File: src/rtl/hamming_secded_dec_pipe.sv
// Purpose: pipelined SECDED Hamming decoder that corrects single errors, flags double errors and keeps saturating error counts.
// Latency: 2 cycles from input handshake to out_valid with no backpressure; 1 word per cycle throughput.
// Backpressure: valid/ready on both sides; in_ready is combinational from out_ready, and outputs hold while stalled.
module hamming_secded_dec_pipe #(
  parameter int DATA_W = 26,
  parameter int P_W    = 5,
  parameter int CNT_W  = 16,
  localparam int CODE_W = DATA_W + P_W + 1
) (
  input  logic              clk,
  input  logic              rst_n,
  input  logic              in_valid,
  output logic              in_ready,
  input  logic [CODE_W-1:0] in_code,
  input  logic              correct_en,
  output logic              out_valid,
  input  logic              out_ready,
  output logic [DATA_W-1:0] data_out,
  output logic [P_W-1:0]    syndrome,
  output logic [P_W-1:0]    err_pos,
  output logic              err_single,
  output logic              err_double,
  input  logic              clr_cnt,
  output logic [CNT_W-1:0]  cnt_corr,
  output logic [CNT_W-1:0]  cnt_uncorr
);

  // Every Hamming position must be addressable by the syndrome.
  if ((2 ** P_W) < CODE_W) begin : g_bad_cfg
    $error("hamming_secded_dec_pipe: 2**P_W must be >= DATA_W+P_W+1");
  end

  // Mask of codeword positions whose index has bit b set; syndrome bit b is
  // the parity of in_code under this mask. Bit 0 (overall parity) never set.
  function automatic logic [CODE_W-1:0] syn_mask(input int b);
    logic [CODE_W-1:0] m;
    m = '0;
    for (int i = 1; i < CODE_W; i++) begin
      if (((i >> b) & 1) == 1) begin
        m = m | (CODE_W'(1) << i);
      end
    end
    return m;
  endfunction

  // Codeword position of payload bit j: the j-th non-power-of-two position.
  function automatic int data_pos(input int j);
    int k;
    int pos;
    k   = 0;
    pos = 0;
    for (int i = 1; i < CODE_W; i++) begin
      if ((i & (i - 1)) != 0) begin
        if (k == j) begin
          pos = i;
        end
        k++;
      end
    end
    return pos;
  endfunction

  // ---------------------------------------------------------------------
  // Handshake
  // ---------------------------------------------------------------------
  logic s1_valid_q, s1_valid_d;
  logic out_valid_q, out_valid_d;
  logic adv1, adv2, in_fire, out_fire;

  assign adv2     = !out_valid_q || out_ready;
  assign adv1     = !s1_valid_q || adv2;
  // Reads 1 while reset is held so upstream is never stalled by a flushing decoder.
  assign in_ready = adv1 || !rst_n;
  assign in_fire  = in_valid && adv1;
  assign out_fire = out_valid_q && out_ready;

  // ---------------------------------------------------------------------
  // Stage 1: syndrome and overall parity of the incoming word
  // ---------------------------------------------------------------------
  logic [P_W-1:0]    syn_in;
  logic              par_in;

  for (genvar b = 0; b < P_W; b++) begin : g_syn
    localparam logic [CODE_W-1:0] MASK = syn_mask(b);
    assign syn_in[b] = ^(in_code & MASK);
  end

  assign par_in = ^in_code;

  logic [CODE_W-1:0] s1_code_q, s1_code_d;
  logic [P_W-1:0]    s1_syn_q, s1_syn_d;
  logic              s1_par_q, s1_par_d;
  logic              s1_cen_q, s1_cen_d;

  // Stage 1 loads on an input handshake; its valid follows in_valid whenever it may advance.
  always_comb begin
    s1_valid_d = s1_valid_q;
    s1_code_d  = s1_code_q;
    s1_syn_d   = s1_syn_q;
    s1_par_d   = s1_par_q;
    s1_cen_d   = s1_cen_q;
    if (adv1) begin
      s1_valid_d = in_valid;
    end
    if (in_fire) begin
      s1_code_d = in_code;
      s1_syn_d  = syn_in;
      s1_par_d  = par_in;
      s1_cen_d  = correct_en;
    end
  end

  // ---------------------------------------------------------------------
  // Stage 2: classify, correct and extract payload
  // ---------------------------------------------------------------------
  logic              syn_nz;
  logic              in_range;
  logic              cls_single;
  logic              cls_double;
  logic [P_W-1:0]    cls_pos;
  logic [CODE_W-1:0] flip;
  logic [CODE_W-1:0] fixed;
  logic [DATA_W-1:0] data_ext;

  assign syn_nz   = |s1_syn_q;
  assign in_range = int'(s1_syn_q) <= (CODE_W - 1);

  // Error classification from (syndrome, overall parity); only an in-range
  // single error with correction enabled produces a flip mask.
  always_comb begin
    cls_single = 1'b0;
    cls_double = 1'b0;
    cls_pos    = '0;
    flip       = '0;
    if (!syn_nz) begin
      // Overall parity bit itself is wrong; payload is unaffected.
      cls_single = s1_par_q;
    end else if (s1_par_q) begin
      if (in_range) begin
        cls_single = 1'b1;
        cls_pos    = s1_syn_q;
        if (s1_cen_q) begin
          flip = CODE_W'(1) << s1_syn_q;
        end
      end else begin
        // Syndrome points past the codeword: more than one bit flipped.
        cls_double = 1'b1;
      end
    end else begin
      cls_double = 1'b1;
      cls_pos    = s1_syn_q;
    end
  end

  assign fixed = s1_code_q ^ flip;

  for (genvar j = 0; j < DATA_W; j++) begin : g_ext
    localparam int DP = data_pos(j);
    logic [CODE_W-1:0] sh;
    assign sh          = fixed >> DP;
    assign data_ext[j] = sh[0];
  end

  logic [DATA_W-1:0] data_q, data_d;
  logic [P_W-1:0]    syn_q, syn_d;
  logic [P_W-1:0]    pos_q, pos_d;
  logic              single_q, single_d;
  logic              double_q, double_d;

  // Output registers load when stage 1 advances and hold while the consumer stalls.
  always_comb begin
    out_valid_d = out_valid_q;
    data_d      = data_q;
    syn_d       = syn_q;
    pos_d       = pos_q;
    single_d    = single_q;
    double_d    = double_q;
    if (adv2) begin
      out_valid_d = s1_valid_q;
      if (s1_valid_q) begin
        data_d   = data_ext;
        syn_d    = s1_syn_q;
        pos_d    = cls_pos;
        single_d = cls_single;
        double_d = cls_double;
      end
    end
  end

  // ---------------------------------------------------------------------
  // Error statistics
  // ---------------------------------------------------------------------
  logic [CNT_W-1:0] cnt_corr_q, cnt_corr_d;
  logic [CNT_W-1:0] cnt_uncorr_q, cnt_uncorr_d;

  // Saturating counters bumped on delivered results; a clear pulse beats a coincident increment.
  always_comb begin
    cnt_corr_d   = cnt_corr_q;
    cnt_uncorr_d = cnt_uncorr_q;
    if (clr_cnt) begin
      cnt_corr_d   = '0;
      cnt_uncorr_d = '0;
    end else if (out_fire) begin
      if (single_q && (cnt_corr_q != '1)) begin
        cnt_corr_d = cnt_corr_q + CNT_W'(1);
      end
      if (double_q && (cnt_uncorr_q != '1)) begin
        cnt_uncorr_d = cnt_uncorr_q + CNT_W'(1);
      end
    end
  end

  // All state registers; synchronous reset flushes in-flight words and statistics.
  always_ff @(posedge clk) begin
    if (!rst_n) begin
      s1_valid_q   <= 1'b0;
      s1_code_q    <= '0;
      s1_syn_q     <= '0;
      s1_par_q     <= 1'b0;
      s1_cen_q     <= 1'b0;
      out_valid_q  <= 1'b0;
      data_q       <= '0;
      syn_q        <= '0;
      pos_q        <= '0;
      single_q     <= 1'b0;
      double_q     <= 1'b0;
      cnt_corr_q   <= '0;
      cnt_uncorr_q <= '0;
    end else begin
      s1_valid_q   <= s1_valid_d;
      s1_code_q    <= s1_code_d;
      s1_syn_q     <= s1_syn_d;
      s1_par_q     <= s1_par_d;
      s1_cen_q     <= s1_cen_d;
      out_valid_q  <= out_valid_d;
      data_q       <= data_d;
      syn_q        <= syn_d;
      pos_q        <= pos_d;
      single_q     <= single_d;
      double_q     <= double_d;
      cnt_corr_q   <= cnt_corr_d;
      cnt_uncorr_q <= cnt_uncorr_d;
    end
  end

  assign out_valid  = out_valid_q;
  assign data_out   = data_q;
  assign syndrome   = syn_q;
  assign err_pos    = pos_q;
  assign err_single = single_q;
  assign err_double = double_q;
  assign cnt_corr   = cnt_corr_q;
  assign cnt_uncorr = cnt_uncorr_q;

endmodule

File: config.mk
export PLATFORM = sky130hd
export DESIGN_NAME = hamming_secded_dec_pipe
export DESIGN_NICKNAME = d
export VERILOG_FILES = /design/src/rtl/hamming_secded_dec_pipe.sv
export SDC_FILE = /design/constraint.sdc
export NUM_CORES = 1
export LEC_CHECK = 0
export ABC_AREA = 1
export ABC_CLOCK_PERIOD_IN_PS = 2900
export CAP_MARGIN = 0
export CORE_MARGIN = 1
export CORE_UTILIZATION = 45
export DETAILED_ROUTE_END_ITERATION = 8
export DONT_BUFFER_PORTS = 1
export SETUP_SLACK_MARGIN = 0.05
export SYNTH_ARGS = -nofsm -noshare
export SYNTH_HDL_FRONTEND = slang
export SYNTH_SLANG_ARGS = --single-unit
File: constraint.sdc
create_clock -name clk -period 2.9 [get_ports clk]
set_input_delay 0.58 -clock clk [delete_from_list [all_inputs] [get_ports clk]]
set_output_delay 0.58 -clock clk [all_outputs]
set_load 0.005 [all_outputs]
After elaboration in Yosys (flattened, before gate mapping)
Cells that the tools add are included.
- bits in registers: 111
- output and inout bits: 72
- word-level logic and storage cells: 49
- add/subtract/negate cells: 2
- equal/unequal tests: 2
- shifts and indexed selects: 1
- mux-type cells: 8
- bitwise gates (word level): 2
- reductions and logical operators: 21
- operators with widths (kind ; number):
    parity 32 bit ; 6
    2-to-1 mux 32 bit ; 3
    adder 16 x 1 -> 16 bit, second input constant ; 2
    != test 16 bit, second input constant ; 2
    left shift 1 x 5 -> 32 bit, first input constant ; 1
    bitwise XOR 32 bit ; 1
    AND reduction 2 bit ; 3
    2-to-1 mux 5 bit ; 1
    OR reduction 5 bit ; 1
    logical AND 1 bit ; 4
    2-to-1 mux 1 bit ; 4
    logical NOT 1 bit ; 3
    logical OR 1 bit ; 3
    OR reduction 2 bit ; 1
    inverter 1 bit ; 1

Longest topological paths before layout
Gate-level depths: netlist of the first run.
- word-level depth: 5
- depth in mapped cells: 15

Worst setup path after synthesis of the first run
No wires, ideal clock.
- path type: register to register
- from: register cnt_uncorr_q[0], in the netlist cnt_uncorr[0]
- to: register cnt_uncorr_q[13], in the netlist cnt_uncorr[13]
- setup time: 0.118 ns
- arrival: 1.547 ns
- data required time: 2.782 ns
- setup slack: 1.235 ns
- cell stages (with the launch flop): 14
- clock period less this slack: 1.665 ns
- path through: dfxtp_1 ha_1 nand2_1 nor3_4 nand2_2 nor2_4 nand2_2 nand2_2 inv_2 buf_6 nand3b_1 nand2_1 nand2_1 nor2_1
- word-level cells in the longest chain between the ends: 3
- ends and longest elaborated chain (what ; RTL line ; text):
    from (decl) ; 194 ; logic [CNT_W-1:0] cnt_uncorr_q, cnt_uncorr_d;
    from (signal assigned) ; 242 ; cnt_uncorr_q <= cnt_uncorr_d;
    branches (longest 3 deep; another with adder 16 x 1 -> 16 bit) ; -- ;
Parallel ways; which one is timed is not known.
A chain may end at the register's enable or synchronous reset.

Worst setup path after layout of the first run
- from: register cnt_uncorr_q[0], in the netlist cnt_uncorr[0]
- to: register cnt_uncorr_q[7], in the netlist cnt_uncorr[7]
Same word-level chain as after synthesis.

==> impl_metrics.env, run 1 <==
export IMPL_ys_ff_latch=105
export IMPL_dpl_cell_area_um2=5740
export IMPL_cp_max_fo=13
export IMPL_final_util_pct=49.9
export IMPL_overflow=0
export IMPL_syn_nets=881
export IMPL_grt_setup_unrepaired="false"
export IMPL_dieWidth_um=114
export IMPL_cts_max_level=3
export IMPL_rows=40
export IMPL_grt_max_degree=53
export IMPL_gp_congestion=0.904
export IMPL_critPathCaptureType="flip-flop"
export IMPL_relSlewSlack_pct=53.5
export IMPL_via_per_inst=5.09
export IMPL_area_growth_pct=7.52
export IMPL_initial_core_util_pct=46.4
export IMPL_synth_avg_cell_area_um2=6.68
export IMPL_max_vdd_ir_drop_mv=0.288
export IMPL_powerDensity_nw_per_um2=547
export IMPL_fin_ws_ns=0.912
export IMPL_grt_pass1_wl_um=21700
export IMPL_wire_per_inst_um=13.5
export IMPL_dr_pass1_iters=5
export IMPL_fin_area_um2=6040
export IMPL_num_vias=5107
export IMPL_cts_resized=0
export IMPL_fin_worst_skew_ns=0.00569
export IMPL_synth_cell_types=37
export IMPL_synth_most_common_cell="nand2_1"
export IMPL_min_path_type="in -> reg"
export IMPL_tightestPinTransition_ns=0.697
export IMPL_synth_common_cells="nand2_1 (214), inv_1 (118), dfxtp_1 (105)"
export IMPL_final_antenna_net_count=0
export IMPL_holdBufCountCts=0
export IMPL_drt_iter0_drc=379
export IMPL_post_cts_buffers=0
export IMPL_worstSetupPathType="reg -> reg"
export IMPL_grt_use_total_pct=21.2
export IMPL_synth_top_area_share_pct=37.4
export IMPL_grt_antenna_before_repair=0
export IMPL_outcome="complete, no violations"
export IMPL_cap_violations=0
export IMPL_dieHeight_um=114
export IMPL_power_leakage_nw=2.57
export IMPL_die_area_um2=12900
export IMPL_yosys_area_top_type="dfxtp_1"
export IMPL_dp_slack_ns=0.947
export IMPL_synthTopCellsByArea="dfxtp_1 (37%), nand2_1 (14%), inv_1 (7.9%)"
export IMPL_setup_viol=0
export IMPL_port_buffers=0
export IMPL_slew_viol_final=0
export IMPL_dp_hpwl_um=10400
export IMPL_nets=870
export IMPL_cts_tree="done"
export IMPL_drive_above_1_share_pct=5.39
export IMPL_synthCells=841
export IMPL_post_route_drc_count=0
export IMPL_yosysSeqAreaShare_pct=37.4
export IMPL_worst_setup_path_start_kind="flip-flop"
export IMPL_synth_area_um2=5620
export IMPL_core_area_um2=12100
export IMPL_synth_ff_type="dfxtp_1"
export IMPL_dp_cells=987
export IMPL_cts_inserted_buffers=9
export IMPL_synth_enable_flop_cells=0
export IMPL_synth_yosys_warnings=0
export IMPL_period_share_pct=68.6
export IMPL_final_setup_tns_ns=0
export IMPL_min_period_ns=1.99
export IMPL_fmax_mhz=503
export IMPL_io_pins=110
export IMPL_diodes=0
export IMPL_totalWireLength_um=13600
export IMPL_cts_sinks=105
export IMPL_grt_pass1_vias=4626
export IMPL_cp_required_ns=3.17
export IMPL_path_clk_slew_ns=0.07
export IMPL_finalHoldViolations=0
export IMPL_final_cells=1003
export IMPL_insertion_delay_ns=0.34
export IMPL_crit_arrival_ns=2.26
export IMPL_root_buffer="clkbuf_16"
export IMPL_clockBufferDepth=2
export IMPL_synth_async_sr_flop_share_pct=0
## per-stage QoR
stage	hold WS (ns)	power [W]
detailed placement	0.462	0.00208
CTS	0.363	0.00333
finish	0.378	0.00331
global placement	0.452	0.00207
floorplan	0.434	0.00198
global route	0.366	0.00347
## registers in the layout, summed over array words and instances (netlist names)
signal      count
data_out       26
s1_code_q      26
cnt_corr       16
cnt_uncorr     16
err_pos         5
s1_syn_q        5
syndrome        5
err_double      1
err_single      1
out_valid       1
s1_cen_q        1
s1_par_q        1
s1_valid_q      1
## metal layers
layer / vias to the layer above / track usage, % / routed length (µm)
met1: 2264 / 26.8 / 6300
met4: 0 / 9.52 / 349
met2: 152 / 33.9 / 6020
li1: 2668 / - / -
met5: - / 0 / 0
met3: 23 / 5.58 / 891
## worst paths after layout
kind                                       to  cells after the start  slack, ns           from
worst max-delay path            cnt_uncorr[7]                     11       0.91  cnt_uncorr[0]
worst min-delay path            s1_code_q[27]                      2       0.38          rst_n
worst max register to register  cnt_uncorr[7]                     11       0.91  cnt_uncorr[0]
worst min register to register  s1_code_q[15]                      2       0.47  s1_code_q[15]
## critical path: stages (launching register included)
cell	delay [ns]
dfxtp_1	0.41
ha_1	0.19
nand2_1	0.11
nor3_4	0.26
nand2_2	0.10
nor2_4	0.11
nand2_2	0.07
nand2_2	0.17
inv_2	0.16
nand2_1	0.13
o21ai_0	0.08
a21oi_1	0.13
## layout by cell type, fill, tap and decap left out, types with 2 or more instances in the layout
master,n
nor3_1,31
clkbuf_1,2
nor3_4,2
o211ai_1,10
nand2_1,214
nand3_1,36
o21ai_1,9
o221ai_1,12
xnor2_1,29
clkbuf_8,3
nand4_1,2
a21oi_1,53
dfxtp_1,105
xor2_1,17
buf_4,5
nor2_1,69
ha_1,2
a31oi_1,2
inv_2,7
nand2b_1,2
a21oi_2,2
nor3_2,2
inv_1,118
nand2_2,8
nor2_2,3
o21ai_0,69
clkbuf_16,9
## area by class of cell
| type | count | area [µm²] |
|---|---|---|
| Fill cell | 1243 | 6070 |
| Inverter | 126 | 473 |
| Sequential cell | 105 | 2100 |
| Multi-Input combinational cell | 583 | 2910 |
| Clock inverter | 2 | 35.0 |
| Tap cell | 168 | 210 |
| Clock buffer | 14 | 274 |
| Timing Repair Buffer | 5 | 37.5 |
## power breakdown
group          total, W  internal [W]  switching [W]  leakage (nW)
registers       0.00159       0.00152      0.0000755         0.860
clock network   0.00126      0.000740       0.000518         0.153
logic          0.000456      0.000172       0.000284          1.56
## cell families (layout without fill, tap and decap cells)
| kind of cell | count (synthesis) | count (layout) | synth area share [%] |
|---|---|---|---|
| compound gates | 161 | 161 | 15.9 |
| buf+inv | 153 | 147 | 10.8 |
| xor+xnor | 46 | 46 | 7.17 |
| simple gates | 374 | 374 | 28.3 |
| flops | 105 | 105 | 37.4 |
| fa+ha+maj | 2 | 2 | 0.445 |
Note: power is estimated with default switching activity, not from simulation.
==> run 2: changes to the inputs <==
--- a/config.mk
+++ b/config.mk
@@ -6,7 +6,7 @@
 export NUM_CORES = 1
 export LEC_CHECK = 0
 export ABC_AREA = 1
-export ABC_CLOCK_PERIOD_IN_PS = 2900
+export ABC_CLOCK_PERIOD_IN_PS = 1800
 export CAP_MARGIN = 0
 export CORE_MARGIN = 1
 export CORE_UTILIZATION = 45
==> constraint.sdc (replaced) <==
create_clock -name clk -period 1.8 [get_ports clk]
set_input_delay 0.36 -clock clk [delete_from_list [all_inputs] [get_ports clk]]
set_output_delay 0.36 -clock clk [all_outputs]
set_load 0.005 [all_outputs]
==> run 2 against run 1 <==
  * Die area unchanged
  * Flip-flop and latch count unchanged
  * Cell count increased by 2.6%
  * Global-route usage increased by 0.47 points
  * Register-to-register slack got worse by 0.75 ns
  * Sequential share of layout area decreased by 1.4 points
  * Core utilization increased by 2.3 points
  * Clock power increased by 60%
  * Largest cell class unchanged
  * Highest routed layer is now met5
==> impl_metrics.env, run 2 (synthesis results as in run 1) <==
export IMPL_outcome="complete, no violations"
export IMPL_holdBufCountCts=0
export IMPL_powerDensity_nw_per_um2=847
export IMPL_num_vias=5168
export IMPL_mostFrequentLayoutCell="nand2_1"
export IMPL_critPathCaptureType="flip-flop"
export IMPL_cts_inserted_buffers=9
export IMPL_crit_path_start="cnt_uncorr[1]"
export IMPL_min_period_ns=1.64
export IMPL_diodes=0
export IMPL_worstSetupPathType="reg -> reg"
export IMPL_totalWireLength_um=13800
export IMPL_cts_max_level=3
export IMPL_nets=896
export IMPL_gp_congestion=0.913
export IMPL_cp_max_fo=5
export IMPL_drt_iter0_drc=411
export IMPL_grt_use_total_pct=21.7
export IMPL_period_share_pct=91.2
export IMPL_r2r_start="cnt_uncorr[1]"
export IMPL_io_pins=110
export IMPL_tightestPinTransition_ns=0.347
export IMPL_finalHoldViolations=0
export IMPL_crit_arrival_ns=1.87
export IMPL_die_area_um2=12900
export IMPL_max_vdd_ir_drop_mv=0.464
export IMPL_cap_violations=0
export IMPL_worst_setup_path_start_kind="flip-flop"
export IMPL_hold_start="rst_n"
export IMPL_wire_per_inst_um=13.4
export IMPL_grt_antenna_before_repair=1
export IMPL_grt_setup_unrepaired="true"
export IMPL_power_leakage_nw=2.73
export IMPL_slew_viol_final=0
export IMPL_setup_viol=0
export IMPL_final_setup_tns_ns=0
export IMPL_insertion_delay_ns=0.35
export IMPL_dr_pass1_iters=5
export IMPL_fmax_mhz=609
export IMPL_cts_tree="done"
export IMPL_cp_required_ns=2.03
export IMPL_whs_ns=0.144
export IMPL_final_cell_mix="nand2_1 (210), inv_1 (118), dfxtp_1 (100), o21ai_0 (68), nor2_1 (67)"
export IMPL_dieHeight_um=114
export IMPL_path_clk_slew_ns=0.07
export IMPL_grt_pass1_wl_um=22500
export IMPL_root_buffer="clkbuf_16"
export IMPL_core_area_um2=12100
export IMPL_dieWidth_um=114
export IMPL_drive_above_1_share_pct=10.1
export IMPL_clockBufferDepth=2
export IMPL_final_antenna_net_count=0
export IMPL_relSlewSlack_pct=76.7
export IMPL_post_route_drc_count=0
export IMPL_cts_sinks=105
export IMPL_port_buffers=0
export IMPL_grt_pass1_vias=4783
export IMPL_fin_worst_skew_ns=0.00837
export IMPL_rows=40
export IMPL_dp_hpwl_um=10500
export IMPL_overflow=0
export IMPL_via_per_inst=5.02
export IMPL_grt_max_degree=53
export IMPL_area_growth_pct=12.4
export IMPL_min_path_type="in -> reg"
export IMPL_initial_core_util_pct=46.4
[run 2: cell types whose count changed in the layout (fill, tap and decap cells not counted), sizes merged]
cell and change:
clkinv +1, clkbuf -2, buf +26, clkinvlp +1
[run 2: where the power goes]
group	leakage [nW]	internal (W)	switching [W]
registers	0.863	0.00245	0.000115
clock network	0.149	0.00116	0.000858
logic	1.72	0.000309	0.000467
total	2.73	0.00391	0.00144
[run 2: metrics by stage]
stage / area (µm²) / worst slack, ns / utilization (%) / power (W) / instances
2_1_floorplan: 5620 / 0.135 / - / 0.00320 / 841
3_3_place_gp: 5920 / 0.0674 / 48.9 / 0.00337 / 1008
3_5_place_dp: 5920 / 0.0121 / 48.9 / 0.00339 / 1008
4_1_cts: 6230 / 0.0744 / 51.4 / 0.00539 / 1024
5_1_grt: 6320 / 0.0211 / 52.2 / 0.00562 / 1029
6_report: 6320 / 0.159 / 52.2 / 0.00535 / 1029
[run 2: path summary, 6_finish.rpt]
check,end,slack [ns],cells past startpoint
max,cnt_uncorr[5],0.16,10
min,s1_code_q[6],0.14,2
max reg2reg,cnt_uncorr[5],0.16,10
min reg2reg,s1_code_q[29],0.47,2
[run 2: final cells by class]
| type | count | area [µm²] |
|---|---|---|
| fill | 1201 | 5790 |
| multi-input combinational | 583 | 2960 |
| sequential | 105 | 2110 |
| inverter | 126 | 478 |
| timing repair buffer | 31 | 258 |
| clock buffer | 12 | 256 |
| tap | 168 | 210 |
| clock inverter | 4 | 51.3 |
[run 2: per-layer routing]
| metal | share of wire (%) | global-route usage, % | wire (µm) |
|---|---|---|---|
| met3 | 7.0 | 5.47 | 961 |
| met1 | 46 | 28.6 | 6310 |
| met2 | 45 | 34.6 | 6210 |
| met5 | 0.094 | 0 | 13 |
| met4 | 1.9 | 7.01 | 267 |
[run 2: critical path, cell delays in order, from the launching register on]
cell and delay (ns):
dfxtp_2 0.33, ha_2 0.17, nand2_2 0.07, nor3_4 0.22, nand2_2 0.09, nor2_4 0.11
nand2_2 0.09, nand2_4 0.12, buf_4 0.13, o21ai_0 0.06, nor3b_2 0.15
[run 2: timing repair]
item | CTS | global route
pin swaps | 0 | 3
resized for setup | 1 | 20
endpoints found under the setup margin | 5 | 32
setup buffers | 0 | 5
==> RTL edit 1 (settings of run 1) <==
Register the output `cnt_corr` once more, with the module's reset; this adds one clock of latency there. The other outputs are not delayed to match.
--- a/src/rtl/hamming_secded_dec_pipe.sv
+++ b/src/rtl/hamming_secded_dec_pipe.sv
@@ -250,5 +250,11 @@
   assign err_single = single_q;
   assign err_double = double_q;
-  assign cnt_corr   = cnt_corr_q;
+  always_ff @(posedge clk) begin
+    if (!rst_n) begin
+      cnt_corr <= '0;
+    end else begin
+      cnt_corr <= cnt_corr_q;
+    end
+  end
   assign cnt_uncorr = cnt_uncorr_q;
 
Check against the original RTL: not equivalent (Yosys sat finds a counterexample within 4 cycles, from zero or initial values and one cycle with rst_n low).
==> RTL edit 1 against run 1 <==
Synthesized area grew 8.0%; global-route usage about the same; total power up 35%; via count grew 4.9%; wire length increased by 4.9%; sequential power grew 14%; sequential cell count grew 16; worst setup slack got worse by 0.034 ns; cell area rose by 13%; die area is 7.9% higher; count of clock-buffer cells in the layout grew 6; utilization up 1.8 points; critical path type unchanged; largest cell class unchanged; highest routed layer unchanged.
==> RTL edit 1: results (changes against run 1) <==
Lkg Pwr = 3.04 nW (was 2.57 nW)
Vias in the first global route = 4996 (was 4626)
Global-route wire length before repair = 23700 um (was 21700 um)
Commonest cells in the netlist = 229 x nand2_1, 135 x inv_1, 121 x dfxtp_1 (was 214 x nand2_1, 118 x inv_1, 105 x dfxtp_1)
Post-synth cell types = 38 (was 37)
Fraction of area in multi-input gates = 43.8% (was 48.2%)
NetSw = 1.09 mW (was 0.877 mW)
Comb power frac = 10.1% (was 13.8%)
Nonclk inv count = 142 (was 126)
Share of cells above drive strength 1 = 6.79% (was 5.39%)
Via Count = 5356 (was 5107)
Post-layout instance area = 6820 um2 (was 6040 um2)
HP Class = input port to register (unchanged)
DRT iter0 DRCs = 365 (was 379)
Clkbuf count = 20 (was 14)
Signal buf overhead = 0.551% (was 0.621%)
F_max = 0.494 GHz (was 0.503 GHz)
#MultiIn Comb = 599 (was 583)
FILL cells = 1313 (was 1243)
Global-route usage over all layers = 21.2% (about the same)
Flop pwr share = 40.7% (was 48.2%)
H-tree depth = 4 (was 3)
DP HPWL = 10700 um (was 10400 um)
Slew HR = 55.4% (was 53.5%)
Register fraction of the total cell area = 35.5% (was 34.8%)
Worst skew pair latency = 0.40 ns (was 0.34 ns)
Nets = 926 (was 870)
Routed WL = 14200 um (was 13600 um)
Outcome = completed (unchanged)
CTS Buf Count = 17 (was 9)
Via/cell ratio = 4.98 (was 5.09)
Sequential cell power = 1.82 mW (was 1.59 mW)
VDD IR max = 0.403 mV (was 0.288 mV)
Final Hold Slack = 0.315 ns (was 0.378 ns)
Dominant cells by area after synthesis = dfxtp_1 40%, nand2_1 14%, inv_1 8.3% (was dfxtp_1 37%, nand2_1 14%, inv_1 7.9%)
Final Skew = 0.00899 ns (was 0.00569 ns)
Worst EP arrival = 2.35 ns (was 2.26 ns)
Placed Instance Area = 6200 um2 (was 5740 um2)
Final Wtd Congestion = 0.901 (was 0.904)
Largest net degree at the start of global routing = 69 (was 53)
Hold Path End = cnt_corr[2] (was s1_code_q[27])
Gate Count Post-Synth = 890 (was 841)
Core area = 13200 um2 (was 12100 um2)
Crit path max-delay family = simple AND/OR/NAND/NOR gates (unchanged)
Register area share after synthesis = 39.9% (was 37.4%)
Hold path depth = 2 (unchanged)
Flip-flop and latch count = 121 (was 105)
==> RTL edit 1: layer usage <==
metal | track usage (%) | up-vias | wire (um)
met5 | 0 | - | 0
met4 | 7.45 | 0 | 200
met3 | 5.55 | 15 | 613
met2 | 35.5 | 122 | 6750
met1 | 26.2 | 2398 | 6660
li1 | - | 2821 | -
==> RTL edit 1: kinds of logic after synthesis <==
| group | after synthesis | share of synthesized area (%) |
|---|---|---|
| buffers and inverters | 170 | 11.0 |
| XOR/XNOR | 46 | 6.63 |
| adder cells (fa/ha/maj) | 2 | 0.412 |
| AND/OR/NAND/NOR | 390 | 27.4 |
| AO/OA/AOI/OAI | 161 | 14.7 |
| flip-flops | 121 | 39.9 |
==> RTL edit 1: worst max-delay path by stage <==
stage / to / cells after the start
2_1_floorplan: in_ready / 3
3_3_place_gp: cnt_uncorr[9] / 12
3_5_place_dp: cnt_uncorr[7] / 11
4_1_cts: cnt_uncorr[7] / 11
5_1_grt: cnt_uncorr[3] / 11
6_report: cnt_uncorr[7] / 11
==> RTL edit 2 (settings of run 1) <==
Made on the original files. `CNT_W`: 16 -> 32.
--- a/src/rtl/hamming_secded_dec_pipe.sv
+++ b/src/rtl/hamming_secded_dec_pipe.sv
@@ -5,5 +5,5 @@
   parameter int DATA_W = 26,
   parameter int P_W    = 5,
-  parameter int CNT_W  = 16,
+  parameter int CNT_W  = 32,
   localparam int CODE_W = DATA_W + P_W + 1
 ) (
Ports: changed (resized cnt_corr and cnt_uncorr); port bits go from 110 to 142. The function was not compared with the original's and may differ.
==> RTL edit 2 against run 1 <==
Wire length grew 50%; worst setup slack lost 0.33 ns; cell area rose by 39%; first-iteration DRC count rose by 15%; clock power rose by 71%; total power increased by 41%; synthesized area rose by 36%; critical path depth rose by 1; sequential cell count rose by 32; largest power group is now clock; highest routed layer unchanged.
==> RTL edit 2: results (changes against run 1) <==
Final Hold Slack = 0.293 ns (was 0.378 ns)
Worst EP arrival = 2.64 ns (was 2.26 ns)
FILL cells = 1768 (was 1243)
#MultiIn Comb = 870 (was 583)
DRT iter0 DRCs = 435 (was 379)
Area of the multi-input gates = 4240 um2 (was 2910 um2)
Worst skew pair latency = 0.43 ns (was 0.34 ns)
Worst Path Max Fanout = 30 (was 13)
Wire length on met1 = 8740 um (was 6300 um)
Nets = 1211 (was 870)
Grt met3 use = 7.09% (was 5.58%)
Worst-margin pin slew = 0.808 ns (was 0.697 ns)
Final period util = 79.8% (was 68.6%)
Crit path capture = cnt_uncorr[3] (was cnt_uncorr[7])
Routed wl met3 = 1280 um (was 891 um)
Vias in the first global route = 6689 (was 4626)
Routed WL = 20300 um (was 13600 um)
Placed Cells = 1372 (was 987)
DR WL met2 = 9870 um (was 6020 um)
Commonest cells in the netlist = 366 x nand2_1, 137 x dfxtp_1, 132 x inv_1 (was 214 x nand2_1, 118 x inv_1, 105 x dfxtp_1)
Outcome = completed (unchanged)
Dominant cells by area after synthesis = dfxtp_1 36%, nand2_1 18%, inv_1 6.5% (was dfxtp_1 37%, nand2_1 14%, inv_1 7.9%)
Sequential cell area = 2740 um2 (was 2100 um2)
Met1 Use GR = 28.0% (was 26.8%)
DP HPWL = 15200 um (was 10400 um)
Lkg Pwr = 3.36 nW (was 2.57 nW)
Reg2reg path depth = 12 (was 11)
Synth Area per Inst = 6.49 um2 (was 6.68 um2)
Global-route usage over all layers = 23.7% (was 21.2%)
## RTL edit 2: report_power, final
part / switching [mW] / internal (mW) / leakage [nW]
logic: 0.299 / 0.176 / 1.96
registers: 0.0700 / 1.96 / 1.12
clock network: 0.844 / 1.31 / 0.287
total: 1.21 / 3.44 / 3.36
## RTL edit 2: kinds of logic (layout without fill, tap and decap cells)
family                   after synthesis  count (layout)  synth area share (%)
flip-flops                           137             137                  35.8
AO/OA/AOI/OAI                        176             176                  12.6
XOR/XNOR                              80              80                  9.15
adder cells (fa/ha/maj)                2               2                 0.327
buffers and inverters                174             177                  8.95
AND/OR/NAND/NOR                      612             612                  33.2
## RTL edit 2: worst max-delay path: cells and delay by family, from the launching register on
kind / cells / cell delay (ns)
DFF: 1 / 0.41
buffers and inverters: 3 / 0.45
adders and majority gates: 1 / 0.21
and+or+nand+nor: 8 / 1.12
